## config.mk

```make
export PLATFORM = sky130hd
export DESIGN_NAME = weight_pair_fetch
export DESIGN_NICKNAME = d
export VERILOG_FILES = /design/src/rtl/weight_pair_fetch_pkg.sv /design/src/rtl/weight_pair_fifo.sv /design/src/rtl/weight_pair_fetch.sv
export SDC_FILE = /design/constraint.sdc
export NUM_CORES = 1
export LEC_CHECK = 0
export ABC_AREA = 1
export CAP_MARGIN = 20
export CORE_UTILIZATION = 40
export DETAILED_ROUTE_END_ITERATION = 8
export PLACE_DENSITY = 0.54
export SETUP_SLACK_MARGIN = 0.4
export SLEW_MARGIN = 20
export SYNTH_ARGS = -nofsm -noshare
export SYNTH_HDL_FRONTEND = slang
export SYNTH_SLANG_ARGS = --single-unit
```

## constraint.sdc

```tcl
create_clock -name clk -period 3.5 [get_ports clk]
set_input_delay 0.7 -clock clk [delete_from_list [all_inputs] [get_ports clk]]
set_output_delay 0.7 -clock clk [all_outputs]
set_load 0.02 [all_outputs]
```

## src/rtl/weight_pair_fetch_pkg.sv

```systemverilog
// Shared constants and types for the weight pair fetch path: memory latency, pair buffer
// sizing, default layer geometry and the packed weight pair.
package weight_pair_fetch_pkg;

    localparam int WEIGHT_WIDTH = 16;
    localparam int MEM_LATENCY  = 2;
    localparam int FIFO_DEPTH   = 8;
    localparam int FIFO_AW      = 3;

    // Default layer geometry; instances override these through top-level parameters.
    localparam int DEF_NUM_ONE_PIXEL_CYCLE = 4;
    localparam int DEF_OUT_FEATURE_WIDTH_W = 2;
    localparam int DEF_OUT_FEATURE_WIDTH_H = 2;
    localparam int DEF_NUM_ONEMULT         = 1;

    typedef struct packed {
        logic [WEIGHT_WIDTH-1:0] w0;
        logic [WEIGHT_WIDTH-1:0] w1;
    } weight_pair_t;

    // Reads in flight = ones in the issue shift register, sized for the credit compare.
    function automatic logic [FIFO_AW+1:0] count_ones(input logic [MEM_LATENCY-1:0] v);
        logic [FIFO_AW+1:0] n;
        n = '0;
        for (int i = 0; i < MEM_LATENCY; i++) begin
            n = n + {{(FIFO_AW+1){1'b0}}, v[i]};
        end
        return n;
    endfunction

endpackage

```

## src/rtl/weight_pair_fifo.sv

```systemverilog
// Synchronous first-word-fall-through FIFO holding weight pairs; the head entry is visible
// on dout_o whenever the FIFO is not empty and reads as zero otherwise.
module weight_pair_fifo
    import weight_pair_fetch_pkg::*;
#(
    parameter int WIDTH = 2 * WEIGHT_WIDTH,
    parameter int DEPTH = FIFO_DEPTH,
    parameter int AW    = FIFO_AW
) (
    input  logic             clk,
    input  logic             reset,
    input  logic             push_i,
    input  logic [WIDTH-1:0] din_i,
    input  logic             pop_i,
    output logic [WIDTH-1:0] dout_o,
    output logic [AW:0]      count_o,
    output logic             empty_o,
    output logic             full_o
);

    logic [WIDTH-1:0] mem_q [DEPTH];
    logic [AW-1:0]    wr_ptr_q, wr_ptr_d;
    logic [AW-1:0]    rd_ptr_q, rd_ptr_d;
    logic [AW:0]      count_q, count_d;
    logic             do_pop;

    assign empty_o = (count_q == '0);
    assign full_o  = (count_q == (AW+1)'(DEPTH));
    assign count_o = count_q;
    assign do_pop  = pop_i & ~empty_o;
    assign dout_o  = empty_o ? '0 : mem_q[rd_ptr_q];

    always_ff @(posedge clk) begin
        if (push_i) begin
            mem_q[wr_ptr_q] <= din_i;
        end
    end

    // DEPTH is a power of two, so the pointers wrap naturally.
    always_comb begin
        wr_ptr_d = wr_ptr_q;
        rd_ptr_d = rd_ptr_q;
        count_d  = count_q;
        if (push_i) begin
            wr_ptr_d = wr_ptr_q + AW'(1);
        end
        if (do_pop) begin
            rd_ptr_d = rd_ptr_q + AW'(1);
        end
        if (push_i && !do_pop) begin
            count_d = count_q + (AW+1)'(1);
        end else if (!push_i && do_pop) begin
            count_d = count_q - (AW+1)'(1);
        end
    end

    always_ff @(posedge clk or posedge reset) begin
        if (reset) begin
            wr_ptr_q <= '0;
            rd_ptr_q <= '0;
            count_q  <= '0;
        end else begin
            wr_ptr_q <= wr_ptr_d;
            rd_ptr_q <= rd_ptr_d;
            count_q  <= count_d;
        end
    end

endmodule

```

## src/rtl/weight_pair_fetch.sv

```systemverilog
// Credit-gated issue of weight address pairs, alignment of the returning memory data,
// and tagged valid/ready delivery of the buffered pairs to the MAC array.
module weight_pair_fetch
    import weight_pair_fetch_pkg::*;
#(
    parameter int NUM_ONE_PIXEL_CYCLE = DEF_NUM_ONE_PIXEL_CYCLE,
    parameter int OUT_FEATURE_WIDTH_W = DEF_OUT_FEATURE_WIDTH_W,
    parameter int OUT_FEATURE_WIDTH_H = DEF_OUT_FEATURE_WIDTH_H,
    parameter int NUM_ONEMULT         = DEF_NUM_ONEMULT
) (
    input  logic                    clk,
    input  logic                    reset,
    input  logic                    enable,
    output logic                    gen_enable,
    input  logic [WEIGHT_WIDTH-1:0] douta,
    input  logic [WEIGHT_WIDTH-1:0] doutb,
    input  logic                    w_ready,
    output logic                    w_valid,
    output logic [WEIGHT_WIDTH-1:0] w0,
    output logic [WEIGHT_WIDTH-1:0] w1,
    output logic                    w_first,
    output logic                    w_last,
    output logic                    layer_done
);

    localparam int PIXELS = OUT_FEATURE_WIDTH_W * OUT_FEATURE_WIDTH_H;
    localparam int TOTAL  = NUM_ONE_PIXEL_CYCLE * PIXELS * NUM_ONEMULT;
    localparam int CNT_W  = $clog2(TOTAL + 1);
    localparam int BEAT_W = (NUM_ONE_PIXEL_CYCLE > 1) ? $clog2(NUM_ONE_PIXEL_CYCLE) : 1;
    localparam int PIX_W  = (PIXELS > 1) ? $clog2(PIXELS) : 1;
    localparam int MAP_W  = (NUM_ONEMULT > 1) ? $clog2(NUM_ONEMULT) : 1;

    logic [MEM_LATENCY-1:0]  issue_sr_q, issue_sr_d;
    logic [CNT_W-1:0]        issue_cnt_q, issue_cnt_d;
    logic                    issue_done_q, issue_done_d;
    logic [CNT_W-1:0]        pop_cnt_q, pop_cnt_d;
    logic                    layer_done_q, layer_done_d;
    logic [BEAT_W-1:0]       beat_cnt_q, beat_cnt_d;
    logic [PIX_W-1:0]        pix_cnt_q, pix_cnt_d;
    logic [MAP_W-1:0]        map_cnt_q, map_cnt_d;

    logic [FIFO_AW:0]        fifo_count;
    logic                    fifo_empty, fifo_full;
    logic [FIFO_AW+1:0]      inflight, occupancy;
    logic                    push, pop;
    weight_pair_t            push_pair, head_pair;
    logic [2*WEIGHT_WIDTH-1:0] head_bits;

    // A read issued MEM_LATENCY cycles ago has its data on douta/doutb right now.
    assign push      = issue_sr_q[MEM_LATENCY-1];
    assign push_pair = '{w0: douta, w1: doutb};

    weight_pair_fifo #(
        .WIDTH (2 * WEIGHT_WIDTH),
        .DEPTH (FIFO_DEPTH),
        .AW    (FIFO_AW)
    ) u_fifo (
        .clk     (clk),
        .reset   (reset),
        .push_i  (push),
        .din_i   (push_pair),
        .pop_i   (pop),
        .dout_o  (head_bits),
        .count_o (fifo_count),
        .empty_o (fifo_empty),
        .full_o  (fifo_full)
    );

    // Credit: buffered plus in-flight pairs must leave room for the one being issued.
    assign inflight   = count_ones(issue_sr_q);
    assign occupancy  = {1'b0, fifo_count} + inflight;
    assign gen_enable = ~reset & enable & ~issue_done_q &
                        (occupancy < (FIFO_AW+2)'(FIFO_DEPTH));

    assign head_pair  = head_bits;
    assign w_valid    = ~fifo_empty & ~layer_done_q;
    assign pop        = w_valid & w_ready;
    assign w0         = head_pair.w0;
    assign w1         = head_pair.w1;
    assign w_first    = w_valid & (beat_cnt_q == '0);
    assign w_last     = w_valid & (beat_cnt_q == BEAT_W'(NUM_ONE_PIXEL_CYCLE - 1));
    assign layer_done = layer_done_q;

    always_comb begin
        issue_sr_d   = (issue_sr_q << 1) | MEM_LATENCY'(gen_enable);
        issue_cnt_d  = issue_cnt_q;
        issue_done_d = issue_done_q;
        pop_cnt_d    = pop_cnt_q;
        layer_done_d = layer_done_q;
        beat_cnt_d   = beat_cnt_q;
        pix_cnt_d    = pix_cnt_q;
        map_cnt_d    = map_cnt_q;
        if (gen_enable) begin
            issue_cnt_d = issue_cnt_q + CNT_W'(1);
            if (issue_cnt_q == CNT_W'(TOTAL - 1)) begin
                issue_done_d = 1'b1;
            end
        end
        // Tag counters nest beat -> pixel -> map and only move on an accepted pair.
        if (pop) begin
            pop_cnt_d = pop_cnt_q + CNT_W'(1);
            if (pop_cnt_q == CNT_W'(TOTAL - 1)) begin
                layer_done_d = 1'b1;
            end
            if (beat_cnt_q == BEAT_W'(NUM_ONE_PIXEL_CYCLE - 1)) begin
                beat_cnt_d = '0;
                if (pix_cnt_q == PIX_W'(PIXELS - 1)) begin
                    pix_cnt_d = '0;
                    map_cnt_d = (map_cnt_q == MAP_W'(NUM_ONEMULT - 1)) ? '0 : map_cnt_q + MAP_W'(1);
                end else begin
                    pix_cnt_d = pix_cnt_q + PIX_W'(1);
                end
            end else begin
                beat_cnt_d = beat_cnt_q + BEAT_W'(1);
            end
        end
    end

    always_ff @(posedge clk or posedge reset) begin
        if (reset) begin
            issue_sr_q   <= '0;
            issue_cnt_q  <= '0;
            issue_done_q <= 1'b0;
            pop_cnt_q    <= '0;
            layer_done_q <= 1'b0;
            beat_cnt_q   <= '0;
            pix_cnt_q    <= '0;
            map_cnt_q    <= '0;
        end else begin
            issue_sr_q   <= issue_sr_d;
            issue_cnt_q  <= issue_cnt_d;
            issue_done_q <= issue_done_d;
            pop_cnt_q    <= pop_cnt_d;
            layer_done_q <= layer_done_d;
            beat_cnt_q   <= beat_cnt_d;
            pix_cnt_q    <= pix_cnt_d;
            map_cnt_q    <= map_cnt_d;
        end
    end

    // The credit rule should make this impossible; a firing means the accounting is broken.
    always_ff @(posedge clk) begin
        assert (!(push && fifo_full && !pop))
            else $error("weight_pair_fetch: pair buffer overflow");
    end

endmodule
```

==> impl_results.md <==
* Period minus WS final at 3.14 ns
* Post-route ant nets at 0
* Critical path class: reg -> out
* Full die area at about 32,000 sq um
* Starting Density at 0.408
* H-tree Lvls at 1
* Setup TNS at 0 ns
* Placed cells at 1,715
* Top-Level Pins at 73
* Antenna violations before repair at 0
* Total power at between 6 and 7 mW
* Worst-Margin Slew at 0.748 ns
* Max Slew Vio Count at 0
* N_diodes at 0
* Root Buffer: clkbuf_16
* Syn_area_per_cell at slightly below 10 sq um
* Nets at around 1,400
* Synth warnings at 0
* Status: complete, but fails checks
* Vias in the first global route at between 7,000 and 8,000
* Crit path max-delay family: buffers and inverters
* Row cnt at 64
* Max Freq at between 300 and 400 MHz
* P&R area growth vs syn at 18.5%
* Final hold violation count at 0
* CP arrival at ~2.4 ns
* Worst IR Drop VDD at roughly 290 uV
* Clock sink count at 282
* Period utilisation layout at 0.897
* Non-Filler Instances at around 1,800
* DP HPWL at approximately 15,000 microns
* Area of the multi-input gates at 2980 sq um
* Clock Latency Late Sink at about 0.55 ns
* Synth Cell Area at roughly 13,000 sq um
* FF-to-FF setup slack at between 0.8 and 0.9 ns
* RSZ-0062 raised after global routing: yes
* Power per cell area at 444 nW/um^2
* Die width at 179 microns
* Worst Setup SP: u_fifo.rd_ptr_q[1]
* Post-synthesis cell type count at 22
* Vias at a little over 8,000
* WHS at between 0.3 and 0.4 ns
* First-pass detailed-route iteration total at 7
* Critical Path Fanout Max at 22
* Post-synthesis instance total at 1,277
* Rel. slew slack at 0.500
* Number of max-cap violations at 0
* CTS tree: built
* Critical Path RT at roughly 2.8 ns
* Die span in y at 179 microns
* Critical path endpoint category: output port
* Critical path startpoint category: register
* Critical Path, Cell by Cell: inv_2 > buf_8 > nand3_1 > nand3_1 > nand2_1 > nor2_1 > clkdlybuf4s50_1
* HP Start: issue_sr_q[0]
* Worst reg2reg path startpoint: u_fifo.count_o[0]
* Reg clk slew, reported paths at 0.06 ns
* Reg area at about 8400 sq um
* CP Buf/Inv Count at 3
* Sequential share of the synthesized area at 0.664
* DRC violations left at 12
* Final-layout fill cell count at around 2,800
* Port Buf Inserts at around 70
* Critical Path Most Common Cell: nand3_1
* Largest net degree at the start of global routing at 73
* Cell Area, Placed at 13,800 sq um
* Share of cells above drive strength 1 at 0.0624
* FFs w/ async S/R, synth at 0.0922
* Core ar. at 30,700 sq um
* Top_reg_cell synth: edfxtp_1
* Crit-path max cell delay at about 0.6 ns
* Routed wire length at 27,300 microns
* #FFs+latches synth at around 280
* Drt initial violations at roughly 460
* Fin util at 0.484
* Leakage power at 6.88 nW
* Crit-path slowest cell: clkdlybuf4s50_1
* Syn_nets at ~1,300
* Failing checks: design-rule violations
* Hold/Removal Path Class: reg -> reg
* Most common cell after layout, fill and taps aside: nand2_1
* Clk_skew at 0.0137 ns
* Global-route congestion overflow total at 0
* First-pass GRT wire length at between 40,000 and 50,000 microns
* Gpl congestion at between 0.7 and 0.8
* WL/cell at 15.4 microns
* Commonest non-fill, non-tap cells in the layout: 372 x nand2_1, 279 x inv_1, 256 x edfxtp_1, 166 x nand3_1, 71 x nor2_1
* CTS Buffer Depth at 3
* Pre-CTS WS at 0.430 ns
* Setup WS post-layout at 0.360 ns
* CTS buffer count at 31
* Via-per-instance ratio at roughly 4.6
* Number of synthesized flops with an enable pin at 256
* Final setup fails at 0
* Final instance area at around 15,000 sq um
* GRT Overall Usage at 0.177
## cells in the mapped netlist (2+ instances only)
master    instances  area (sq um)
nand2_1         372          1400
inv_1           281          1050
edfxtp_1        256          7690
nand3_1         166           831
nor2_1           79           297
buf_2            45           225
dfrtp_1          26           651
ha_1             12           150
clkbuf_1          6          22.5
xor2_1            6          52.6
o21ai_0           5          25.0
o21ai_1           5          25.0
xnor2_1           5          43.8
buf_1             3          11.3
nand2_2           2          12.5
nand3b_1          2          15.0
## where the power goes
part	switching, mW	internal [mW]	leakage (nW)
Clock	1.25	1.60	0.431
Sequential	0	3.67	2.63
Combinational	0.0475	0.0348	3.82
## registers in the layout, summed over array words and instances, names as in the netlist
signal and flops:
u_fifo.mem_q 256, issue_cnt_q 5, u_fifo.rd_ptr_q 3, beat_cnt_q 2, issue_sr_q 2, layer_done 1, u_fifo.count_o 4, pop_cnt_q 5
u_fifo.wr_ptr_q 3, issue_done_q 1
## path summary, 6_finish.rpt
| kind | end | cells past startpoint |
|---|---|---|
| worst max-delay path | w1[6] | 7 |
| worst min-delay path | issue_sr_q[1] | 0 |
| worst max register to register | u_fifo.count_o[3] | 12 |
| worst min register to register | issue_sr_q[1] | 0 |
| max in group asynchronous | u_fifo.rd_ptr_q[1] | 2 |
| min in group asynchronous | issue_sr_q[0] | 2 |
## metal layers
metal	track usage	wire [microns]	up-vias
li1	-	-	4144
met1	0.237	12700	3820
met2	0.301	13000	151
met3	0.0248	1160	25
met4	0.0431	371	0
met5	0	0	-
## area by class of cell
type / instances / area share
clock buffer: 37 / 0.0536
multi-input combinational: 659 / 0.200
inverter: 282 / 0.0713
sequential: 282 / 0.561
timing repair buffer: 98 / 0.0750
clock inverter: 20 / 0.00572
tap: 396 / 0.0333
## timing repair
item,in CTS,in global routing
gates cloned,1,0
buffers inserted,0,1
resized for setup,12,38
setup endpoints to repair,36,36
hold buffers,0,0
## cells by family after synthesis
family                     synth area share
and+or+nand+nor                       0.205
buffers and inverters                 0.105
DFF                                   0.664
adders and majority gates            0.0135
AOI/OAI and AO/OA                   0.00488
xor gates and xnor gates            0.00767
(Power assumes the default switching activity.)
==> edit (same flow settings) <==
Make the reset (`reset`) synchronous in 2 clocked blocks.
--- a/src/rtl/weight_pair_fifo.sv
+++ b/src/rtl/weight_pair_fifo.sv
@@ -55,5 +55,5 @@
     end
 
-    always_ff @(posedge clk or posedge reset) begin
+    always_ff @(posedge clk) begin
         if (reset) begin
             wr_ptr_q <= '0;
--- a/src/rtl/weight_pair_fetch.sv
+++ b/src/rtl/weight_pair_fetch.sv
@@ -117,5 +117,5 @@
     end
 
-    always_ff @(posedge clk or posedge reset) begin
+    always_ff @(posedge clk) begin
         if (reset) begin
             issue_sr_q   <= '0;
Function: differs if reset is asserted again (counterexample within 4 cycles, from zero or initial values and one cycle with reset high); with reset held inactive, the same outputs for 10 cycles.
==> edit against the unedited design <==
  * Via count down 9.3%
  * Sequential cell count up 3
  * Routed wire length down 5.2%
  * Sequential share of layout area up 3.1 points
  * Setup slack better by 160 ps
  * Synthesized area down 7.5%
  * Final cell count down 15%
  * Count of clock-buffer cells in the layout up 4
  * Design area down 6.0%
  * Die area down 7.4%
  * Fmax up 5.4%
Power is not compared: it rests on default switching activity, and its combinational part moved more than twofold at a synthesized area within 25%.
==> edit: results (changes against the unedited design) <==
| Metric | Value |
|---|---|
| Status | complete, no violations (was finished with violations) |
| Arr. time, crit path | 2280 ps (was 2440 ps) |
| Post-detail-place hpwl | 13.30 mm (was 14.77 mm) |
| Top cells by count, synth | 308 x nor2_1, 256 x edfxtp_1, 136 x o21ai_0 (was 372 x nand2_1, 281 x inv_1, 256 x edfxtp_1) |
| Postcts setup bufs | 5 (was 0) |
| Routability congestion estimate | 0.7268 (was 0.7395) |
| Post-Syn Instances | 1018 (was 1277) |
| Ys async rst share | 0% (was 9.220%) |
| Initial DRC Count | 363 (was 456) |
| XOR/XNOR Fraction of Synth Area | 0.3767% (was 0.7670%) |
| Synth Area in Compound Gates | 8.095% (was 0.4881%) |
| Met3 usage | 2.861% (was 2.481%) |
| Largest net degree at the start of global routing | 55 (was 73) |
| Iteration count of the initial detailed-routing pass | 5 (was 7) |
| Register area share after synthesis | 71.13% (was 66.38%) |
| Clk_skew | 8.034 ps (was 13.73 ps) |
| Total GRT Usage | 17.92% (was 17.65%) |
| Placed Cells | 1444 (was 1715) |
| Pre-CTS setup slack | 334.8 ps (was 430.0 ps) |
| WHS Path Cells | 2 (was 0) |
| Peak fanout along the critical path | 37 (was 22) |
| RR Endpoint | u_fifo.count_o[3] (unchanged) |
| WL/cell | 17.13 um (was 15.37 um) |
| Hold endpoint | issue_sr_q[1] (unchanged) |
| Via count | 7382 (was 8140) |
-- edit: final cells by class --
class                           count  area [sq um]
Fill cell                        2547         14630
Sequential cell                   285          8279
Multi-Input combinational cell    646          2973
Timing Repair Buffer              104          1102
Clock buffer                       41         843.3
Tap cell                          384         480.5
Clock inverter                     16         182.7
Inverter                           32         127.6
Timing Repair inverter              1         7.507
-- edit: worst register-to-register path: stages (launching register included) --
cell	delay, ps
dfxtp_1	430
inv_1	120
nand3_4	150
buf_6	200
nand3_2	90
ha_1	220
inv_1	130
ha_1	270
or2_2	310
nand2_1	70
nand2_1	40
nand2_1	60
nand2_1	50
a21oi_1	110
-- edit: layer usage --
metal | wire, um | vias to the layer above
li1 | - | 3689
met1 | 11510 | 3495
met2 | 12690 | 152
met3 | 1032 | 46
met4 | 615 | 0
met5 | 0 | -
-- edit: power by group --
group	switching, uW	total (uW)	internal (uW)
logic	1890	2980	1090
clock network	1280	3250	1980
registers	82.3	3880	3800
total	3250	10100	6870
